[src/rtl/significand_divider.sv]
// Sequential radix-2 restoring divider for half-precision significands: q = floor(ma*2^(QW-1)/mb), one bit per clock.
// Optional post-normalisation (one extra quotient bit plus exp_dec) is enabled by defining SIGDIV_NORM_EN.
module significand_divider #(
  parameter int FW = 10,
  parameter int QW = 13
) (
  input  logic          CLK,
  input  logic          RST,
  input  logic          start,
  input  logic [FW-1:0] a,
  input  logic [FW-1:0] b,
  input  logic          azero,
  input  logic          bzero,
  output logic          busy,
  output logic          done,
  output logic [QW-1:0] q,
  output logic          sticky,
  output logic          dz,
  output logic          exp_dec,
  output logic [1:0]    dbg_state
);

  localparam int CW = $clog2(QW);

  // Handshake: start is a request taken only while IDLE (ready == IDLE, busy/done low);
  // a request seen in RUN or DONE is dropped. done is a one-cycle valid with no back-pressure,
  // and the result stays on q/sticky/dz/exp_dec until the next accepted start.
  typedef enum logic [1:0] {
    IDLE = 2'd0,
    RUN  = 2'd1,
    DONE = 2'd2
  } state_t;

  state_t          state, state_n;
  logic [FW:0]     mb;
  logic [FW+1:0]   r;
  logic [CW-1:0]   cnt;

  logic            ge;
  logic [FW+1:0]   rem;
  logic [FW+1:0]   r_shift;
  logic [QW-1:0]   q_step;
  logic [QW-1:0]   q_fin;
  logic [FW+1:0]   r_fin;
  logic            sticky_fin;
  logic            xd_fin;

  assign busy      = (state == RUN);
  assign done      = (state == DONE);
  assign dbg_state = state;

  always_ff @(posedge CLK) begin
    if (RST) state <= IDLE;
    else     state <= state_n;
  end

  always_comb begin
    state_n = state;
    case (state)
      IDLE:    if (start) state_n = (azero || bzero) ? DONE : RUN;
      RUN:     if (cnt == '0) state_n = DONE;
      DONE:    state_n = IDLE;
      default: state_n = IDLE;
    endcase
  end

  // One restoring step; r < 2*mb keeps the difference below 2^(FW+1), so the shift never overflows.
  always_comb begin
    ge          = (r >= {1'b0, mb});
    rem         = ge ? (r - {1'b0, mb}) : r;
    r_shift     = {rem[FW:0], 1'b0};
    q_step      = q;
    q_step[cnt] = ge;
    q_fin       = q_step;
    r_fin       = r_shift;
    sticky_fin  = (r_shift != '0);
    xd_fin      = 1'b0;
`ifdef SIGDIV_NORM_EN
    // Quotient below 1.0: develop one more bit so the MSB is set, and ask for an exponent decrement.
    if (!q_step[QW-1]) begin
      q_fin      = {q_step[QW-2:0], (r_shift >= {1'b0, mb})};
      r_fin      = (r_shift >= {1'b0, mb}) ? (r_shift - {1'b0, mb}) : r_shift;
      sticky_fin = (r_fin != '0);
      xd_fin     = 1'b1;
    end
`endif
  end

  always_ff @(posedge CLK) begin
    if (RST) begin
      mb      <= '0;
      r       <= '0;
      cnt     <= '0;
      q       <= '0;
      sticky  <= 1'b0;
      dz      <= 1'b0;
      exp_dec <= 1'b0;
    end else begin
      case (state)
        IDLE: begin
          if (start) begin
            mb      <= {~bzero, b};
            r       <= {1'b0, ~azero, a};
            cnt     <= CW'(QW - 1);
            q       <= '0;
            sticky  <= 1'b0;
            dz      <= bzero;
            exp_dec <= 1'b0;
          end
        end
        RUN: begin
          cnt <= cnt - 1'b1;
          if (cnt == '0) begin
            q       <= q_fin;
            r       <= r_fin;
            sticky  <= sticky_fin;
            exp_dec <= xd_fin;
          end else begin
            q <= q_step;
            r <= r_shift;
          end
        end
        default: ;
      endcase
    end
  end

endmodule

[config.mk]
export PLATFORM = sky130hd
export DESIGN_NAME = significand_divider
export DESIGN_NICKNAME = d
export VERILOG_FILES = /design/src/rtl/significand_divider.sv
export SDC_FILE = /design/constraint.sdc
export NUM_CORES = 1
export LEC_CHECK = 0
export ABC_AREA = 1
export ABC_CLOCK_PERIOD_IN_PS = 4450
export CAP_MARGIN = 20
export CORE_ASPECT_RATIO = 1.75
export CORE_MARGIN = 10
export CORE_UTILIZATION = 50
export CTS_CLUSTER_DIAMETER = 100
export DETAILED_ROUTE_END_ITERATION = 10
export PLACE_DENSITY_LB_ADDON = 0.05
export SYNTH_ARGS = -nofsm -noshare
export SYNTH_HDL_FRONTEND = slang
export SYNTH_SLANG_ARGS = --single-unit
export TNS_END_PERCENT = 5
[constraint.sdc]
create_clock -name CLK -period 4.45 [get_ports CLK]
set_clock_uncertainty 0.15 [all_clocks]
set_input_delay 0.89 -clock CLK [delete_from_list [all_inputs] [get_ports CLK]]
set_output_delay 0.89 -clock CLK [all_outputs]
set_load 0.01 [all_outputs]
**Word-level counts from Yosys, hierarchy flattened**

Index checks and enable logic that the tools add are counted.
Widths: inputs -> output; s select.

- Bitwise gates (word level): 2
- Add/sub/neg operators: 2
- Magnitude comparators: 3
- Mux-type cells: 19
- Reduce and logical (&&, ||, !) cells: 10
- Equal/unequal tests: 4

Operators by type and width:

| cell | number |
|---|---|
| $pmux 13 s2 | 1 |
| $pmux 12 s2 | 1 |
| $bwmux 13 | 1 |
| $mux 13 | 1 |
| $ge 12x11->1 | 1 |
| $mux 12 | 1 |
| $mux 11 | 1 |
| $reduce_bool 11->1 | 1 |
| $sub 11x11->11 | 1 |
| $pmux 4 s2 | 1 |
| $mux 2 | 3 |
| $reduce_and 2->1 | 3 |
| $lt 4x5->1 const B | 1 |
| $demux 1 s4 | 1 |
| $ge 4x1->1 const B | 1 |
| $logic_not 4->1 | 1 |
| $mux 1 | 4 |
| $mux 4 | 1 |
| $pmux 1 s2 | 2 |
| $pmux 2 s2 | 1 |
| $sub 4x1->4 const B | 1 |
| $reduce_and 3->1 | 1 |
| $eq 2x1->1 const B | 1 |
| $eq 2x2->1 const B | 1 |
| 7 further kinds | 8 |

- Output and inout port bits: 20
- Input port bits: 25
- Flip-flop bits (word level): 45

**Longest topological paths before layout**

- Depth after elaboration: 6
- Depth in mapped cells: 19

**Least setup slack after synthesis**

Ideal clock, no wire load.

- Path kind: register to register
- From: reg r[0]
- To: reg sticky
- Cell stages (with the launch flop): 19
- Arrival: 1986 ps
- Path slack: 2183 ps
- Buffers on the path: 1
- Required time: 4169 ps
- Clock period less this slack: 2267 ps
- Path through: dfxtp_1 inv_1 ha_1 fa_1 inv_1 nand2_1 nand2_1 nand2_2 nand2_2 nand2_4 nand3_4 buf_6 nand3_2 nand2_1 nand3_1 nor2_1 nand2_1 nand2_1 a21oi_2

- Cells in the longest elaborated chain, start to end: 5

Ends and longest elaborated chain:

| element | line | source |
|---|---|---|
| start: declaration | 36 | `logic [FW+1:0] r;` |
| start signal: assignment | 103 | `r <= {1'b0, ~azero, a};` |
| start signal: assignment | 115 | `r <= r_fin;` |
| start signal: assignment | 120 | `r <= r_shift;` |
| $sub 11x11->11 / $ge 12x11->1 (equally long branches) | 70, 69 |  |
| $mux 11 (*) | 70 | `rem = ge ? (r - {1'b0, mb}) : r;` |
| $reduce_bool 11->1 (*) | 76 | `sticky_fin = (r_shift != '0);` |
| $mux 1 (*) | 113 | `if (cnt == '0) begin` |
| $pmux 1 s2 (*) | 99 | `case (state)` |
| end signal: assignment | 116 | `sticky <= sticky_fin;` |
| end: declaration | 17 | `output logic sticky,` |

Mark *: on every way between the ends. The rest lies on a longest branch, timed or not. The select of a mux whose other input is x is not followed.
A chain may end at the register's enable or synchronous reset.

**Final worst setup path**

- From: reg state[0], in the netlist dbg_state[0]
- To: out busy

- Cells in the longest elaborated chain, start to end: 1

Ends and longest elaborated chain:

| element | line | source |
|---|---|---|
| start: declaration | 34 | `state_t state, state_n;` |
| start signal: assignment | 54 | `else state <= state_n;` |
| $eq 2x1->1 | 48 | `assign busy = (state == RUN);` |
| end: declaration | 14 | `output logic busy,` |

No other way between the ends.

==> impl_metrics.sql <==
INSERT INTO impl_metrics (metric_group, metric, value, unit) VALUES
('setup_path', 'cp_data_arrival_time', '1.97', 'ns'),
('clock_tree', 'clock_tree_from_tritoncts', 'built', ''),
('routing', 'detailedRoute.firstIterationViolations', '121', ''),
('placement', 'detailedPlacementHpwl', '5.735', 'mm'),
('layout', 'num-fill-cells', '545', ''),
('floorplan', 'core.rowCount', '35', ''),
('layout', 'area_growth_syn_to_layout', '20.86', '%'),
('clock_tree', 'cts_root_buf', 'clkbuf_8', ''),
('logic_synthesis', 'avgSynthCellArea', '6.567', 'µm²'),
('logic_synthesis', 'synth-seq-cells', '44', ''),
('sta', 'timing.fmax', '331.9', 'MHz'),
('sta', 'post-route-worst-setup-slack', '1.437', 'ns'),
('sta', 'grt_setup_unrepaired', 'no', ''),
('setup_path', 'critPathKind', 'register to primary output', ''),
('global_route', 'number_of_global_route_vias_before_repair', '2699', ''),
('logic_synthesis', 'synth-simple-area-share', '0.3459', ''),
('floorplan', 'effective_utilization_at_floorplan', '0.5199', ''),
('global_route', 'total_track_usage', '0.1594', ''),
('routing', 'detailroute.via_count', '2677', ''),
('setup_path', 'worstPathCellList', 'nand2_1, inv_1, clkdlybuf4s50_1', ''),
('global_route', 'grt_antenna_before_repair', '0', ''),
('logic_synthesis', 'postSynthCellCount', '423', ''),
('routing', 'finalWirelength', '7.117', 'mm'),
('logic_synthesis', 'synth_cell_type_count', '32', ''),
('setup_path', 'worst_path_largest_cell_delay', '0.63', 'ns'),
('global_route', 'grt_start_max_net_pins', '34', ''),
('clock_tree', 'htree_num_levels', '2', ''),
('placement', 'buffer_ports.inserted', '43', ''),
('floorplan', 'full_die_area', '9054', 'µm²'),
('logic_synthesis', 'yosys_warnings', '0', ''),
('layout', 'num-nets-final', '500', ''),
('floorplan', 'fp.dieW', '76.34', 'µm'),
('logic_synthesis', 'synth_top_cells_by_area', 'dfxtp_1, nand2_1, inv_1, ha_1, nor2_1', ''),
('clock_tree', 'ctsLongestPathBuffers', '2', ''),
('routing', 'final_antenna_net_count', '0', ''),
('logic_synthesis', 'adder_cell_area_share_of_the_yosys_netlist', '0.07477', ''),
('routing', 'wl_met3', '215', 'µm'),
('power_and_ir_drop', 'power.leakage', '0.001631', 'µW'),
('clock_tree', 'cts.sinks', '44', ''),
('logic_synthesis', 'synth.mux.area_fraction', '0', ''),
('setup_path', 'timing.critical_path.to_type', 'primary output', ''),
('routing', 'route.detailed.drc', '0', ''),
('logic_synthesis', 'post_synth_xor_xnor_area', '0.009459', ''),
('routing', 'routed_via_density', '5.013', ''),
('routing', 'detail_route.first_pass.iterations', '5', ''),
('logic_synthesis', 'synth_compound_gate_area_share', '0.1207', ''),
('sta', 'hold_viol_final', '0', ''),
('clock_tree', 'cts_repair_resized_insts', '0', ''),
('clock_tree', 'worst_skew_pair.late_latency', '0.30', 'ns'),
('setup_path', 'timing.critical_path.required', '3.41', 'ns'),
('routing', 'route.layer.met1.wl', '2.641', 'mm'),
('global_route', 'globalRouteOverflowTotal', '0', ''),
('sta', 'setup-tns-final', '0', 'ns'),
('clock_tree', 'cts_setup_buffers', '0', ''),
('floorplan', 'boundaryPins', '45', ''),
('clock_tree', 'hold_buffers', '0', ''),
('status', 'result_of_the_run', 'finished, final reports clean', ''),
('floorplan', 'chipHeight', '118.6', 'µm'),
('logic_synthesis', 'synthDominantCellAreaShare', '0.3171', ''),
('placement', 'gp_congestion', '0.9068', ''),
('power_and_ir_drop', 'design_power_total', '1193', 'µW'),
('setup_path', 'setup.worst_path.start_class', 'register', ''),
('layout', 'final_layout_size_suffix_gt1_frac', '0.07174', ''),
('setup_path', 'critPathMaxFanout', '14', ''),
('clock_tree', 'path_clk_slew', '0.10', 'ns'),
('routing', 'detailroute.wirelength.met2', '4.018', 'mm'),
('hold_path', 'hold_path.class', 'register to register', ''),
('sta', 'min_period_over_period', '0.6771', ''),
('sta', 'worstMarginPinSlew', '0.7911', 'ns'),
('power_and_ir_drop', 'powerDensity', '355.3', 'nW/µm²'),
('setup_path', 'cpMaxStageDelayCell', 'clkdlybuf4s50_1', '');
[final timing paths]
| check | start | to | cells after the start | slack, ns |
|---|---|---|---|---|
| worst max-delay path | dbg_state[0]$_SDFFE_PP0P_ | busy | 3 | 1.44 |
| worst min-delay path | q[0]$_SDFFE_PP0P_ | q[0]$_SDFFE_PP0P_ | 2 | 0.33 |
| worst max register to register | r[0]$_SDFFE_PP0P_ | sticky$_SDFFE_PP0P_ | 17 | 1.73 |
| worst min register to register | q[0]$_SDFFE_PP0P_ | q[0]$_SDFFE_PP0P_ | 2 | 0.33 |
[kinds of logic after synthesis]
logic type                 Yosys count
and+or+nand+nor                    215
buffers and inverters               93
AOI/OAI and AO/OA                   51
DFF                                 44
adders and majority gates           16
xor gates and xnor gates             3
other                                1
[routing by layer]
layer,up-vias,GRT usage
li1,1417,-
met1,1191,0.1446
met2,52,0.3250
met3,17,0.02580
met4,0,0.07360
met5,-,0
[layout make-up]
| cell class | count | area share |
|---|---|---|
| Clock inverter | 3 | 0.01379 |
| Inverter | 77 | 0.08610 |
| Tap cell | 74 | 0.02758 |
| Multi-Input combinational cell | 286 | 0.4570 |
| Sequential cell | 44 | 0.2624 |
| Timing Repair Buffer | 45 | 0.1327 |
| Clock buffer | 5 | 0.02050 |
[cells in the mapped netlist (all sizes together)]
library cell,instances
xor2,1
nor3,5
nor2,39
a21oi,18
buf,6
nand3,22
o211ai,12
o21ai,3
or2,3
fa,1
a31oi,8
nand4,19
a211oi,10
ha,15
inv,77
clkbuf,10
xnor2,2
dfxtp,44
conb,1
nand2,127
[flip-flops by register name (all words and copies together), names as in the netlist]
register,cells
q,13
r,12
mb,11
cnt,4
dbg_state,2
dz,1
sticky,1
[cells in the final DEF (no fill, tap or decap), types with 8 or more instances in the layout]
cell,synthesis,final
nand2_1,117,117
inv_1,76,76
dfxtp_1,44,44
clkdlybuf4s50_1,0,43
nor2_1,34,34
nand3_1,20,20
nand4_1,19,19
a21oi_1,16,16
ha_1,15,15
o211ai_1,12,12
a211oi_1,10,10
nand2_2,9,9
a31oi_1,8,8
[stage by stage]
step                  util  instances  hold WS (ns)  cell area, µm²
CTS                 0.6283        534        0.3315            3357
finish              0.6283        534        0.3310            3357
global placement    0.6068        526        0.3082            3242
detailed placement  0.6068        526        0.3155            3242
floorplan                -        423        0.2953            2778
global route        0.6283        534        0.3638            3357
[worst max-delay path: cells and delay by family (launching register included)]
kind | cells | cell delay [ns]
buffers and inverters | 2 | 1.04
flip-flops | 1 | 0.41
AND/OR/NAND/NOR | 1 | 0.21
[where the power goes]
part           internal, µW  switching, µW
clock network           169            145
logic                   159            282
registers               418           20.4
total                   746            447
Power figures use the tool's default switching activity.
==> patch (config.mk and constraints unchanged) <==
Build with the macro `SIGDIV_NORM_EN` defined.
--- a/src/rtl/significand_divider.sv
+++ b/src/rtl/significand_divider.sv
@@ -1,5 +1,7 @@
 // Sequential radix-2 restoring divider for half-precision significands: q = floor(ma*2^(QW-1)/mb), one bit per clock.
 // Optional post-normalisation (one extra quotient bit plus exp_dec) is enabled by defining SIGDIV_NORM_EN.
+`define SIGDIV_NORM_EN
+
 module significand_divider #(
   parameter int FW = 10,
   parameter int QW = 13
Behaviour: no difference found for any inputs over 4 cycles, from zero or initial values and one cycle with RST high; that may be too few to reach the edited logic, so the function may still have changed.
==> patch against the original RTL <==
  * Final area increased by 36%
  * Critical path type is now reg -> reg
  * Count of clock-buffer cells in the layout rose by 1
  * Critical endpoint is now sticky$_SDFFE_PP0P_
  * Worst setup slack worse by 1100 ps
  * Wire length increased by 88%
  * Synthesized area grew 37%
  * Power rose by 97%
  * Largest cell class unchanged
  * Sequential cell count up 1
  * First-iteration DRC count grew to 2.7 times the old value
==> patch: results <==
export IMPL_clk_pin_slew_ps=70
export IMPL_critPathMaxFanout=12
export IMPL_clk_share_pct=3.864
export IMPL_ff2ff_path_depth=23
export IMPL_place_congestion=1.004
export IMPL_dp_hpwl_mm=10.57
export IMPL_n_fill_cell=747
export IMPL_multi_input_cells=456
export IMPL_tightest_slew_ps=798.1
export IMPL_drt_wirelength_per_cell_um=18.51
export IMPL_gr_usage_met1_pct=22.31
export IMPL_outcome="completed"
export IMPL_wl_mm=13.40
export IMPL_wl_met3_um=691
export IMPL_num_nonclk_buffers=59
export IMPL_grt_first_pass_wirelength_mm=21.01
export IMPL_seq_cells=45
export IMPL_gr_usage_met2_pct=40.75
export IMPL_vias=4114
export IMPL_wl_met2_mm=6.933
export IMPL_n_clock_buffer=6
export IMPL_inverters=68
export IMPL_leakagePower_nw=2.028
export IMPL_p_clk_share_pct=19.4
export IMPL_p_seq_uw=448
export IMPL_drive_above_1_share_pct=8.805
export IMPL_grt_max_degree=26
export IMPL_path_delay_family="simple AND/OR/NAND/NOR gates"
export IMPL_swShare_pct=48.43
export IMPL_fin_util_pct=60.76
export IMPL_buffer_area_share_pct=12.20
export IMPL_seq_share_pct=19.73
export IMPL_critPathMaxStageDelay_ps=410
export IMPL_synthTopCellsByCount="nand2_1 (131), inv_1 (66), a21oi_1 (63)"
export IMPL_synth_seq_area_share_pct=23.65
export IMPL_yosysTopAreaCellShare_pct=23.65
[patch: cell types whose count changed in the layout (fill, tap and decap cells not counted), moves of 11 or more]
cell,change
nand3_1,+11
ha_1,+11
a21oi_1,+47
nand2_1,+14
nor2_1,+15
o21ai_0,+53
buf_4,+12
[patch: path summary, 6_finish.rpt]
path	slack, ps	start	endpoint
min reg2reg	330	exp_dec$_SDFFE_PP0P_	exp_dec$_SDFFE_PP0P_
min	330	exp_dec$_SDFFE_PP0P_	exp_dec$_SDFFE_PP0P_
max	290	mb[9]$_SDFFE_PP0P_	sticky$_SDFFE_PP0P_
max reg2reg	290	mb[9]$_SDFFE_PP0P_	sticky$_SDFFE_PP0P_
[patch: cells by family (layout without fill, tap and decap cells)]
logic type               after synthesis  in the layout  synth area share, %
flip-flops                            45             45                23.65
buffers and inverters                 87            135                9.363
AND/OR/NAND/NOR                      257            257                30.68
AO/OA/AOI/OAI                        159            159                23.85
adder cells (fa/ha/maj)               29             29                9.921
XOR/XNOR                              11             11                2.530
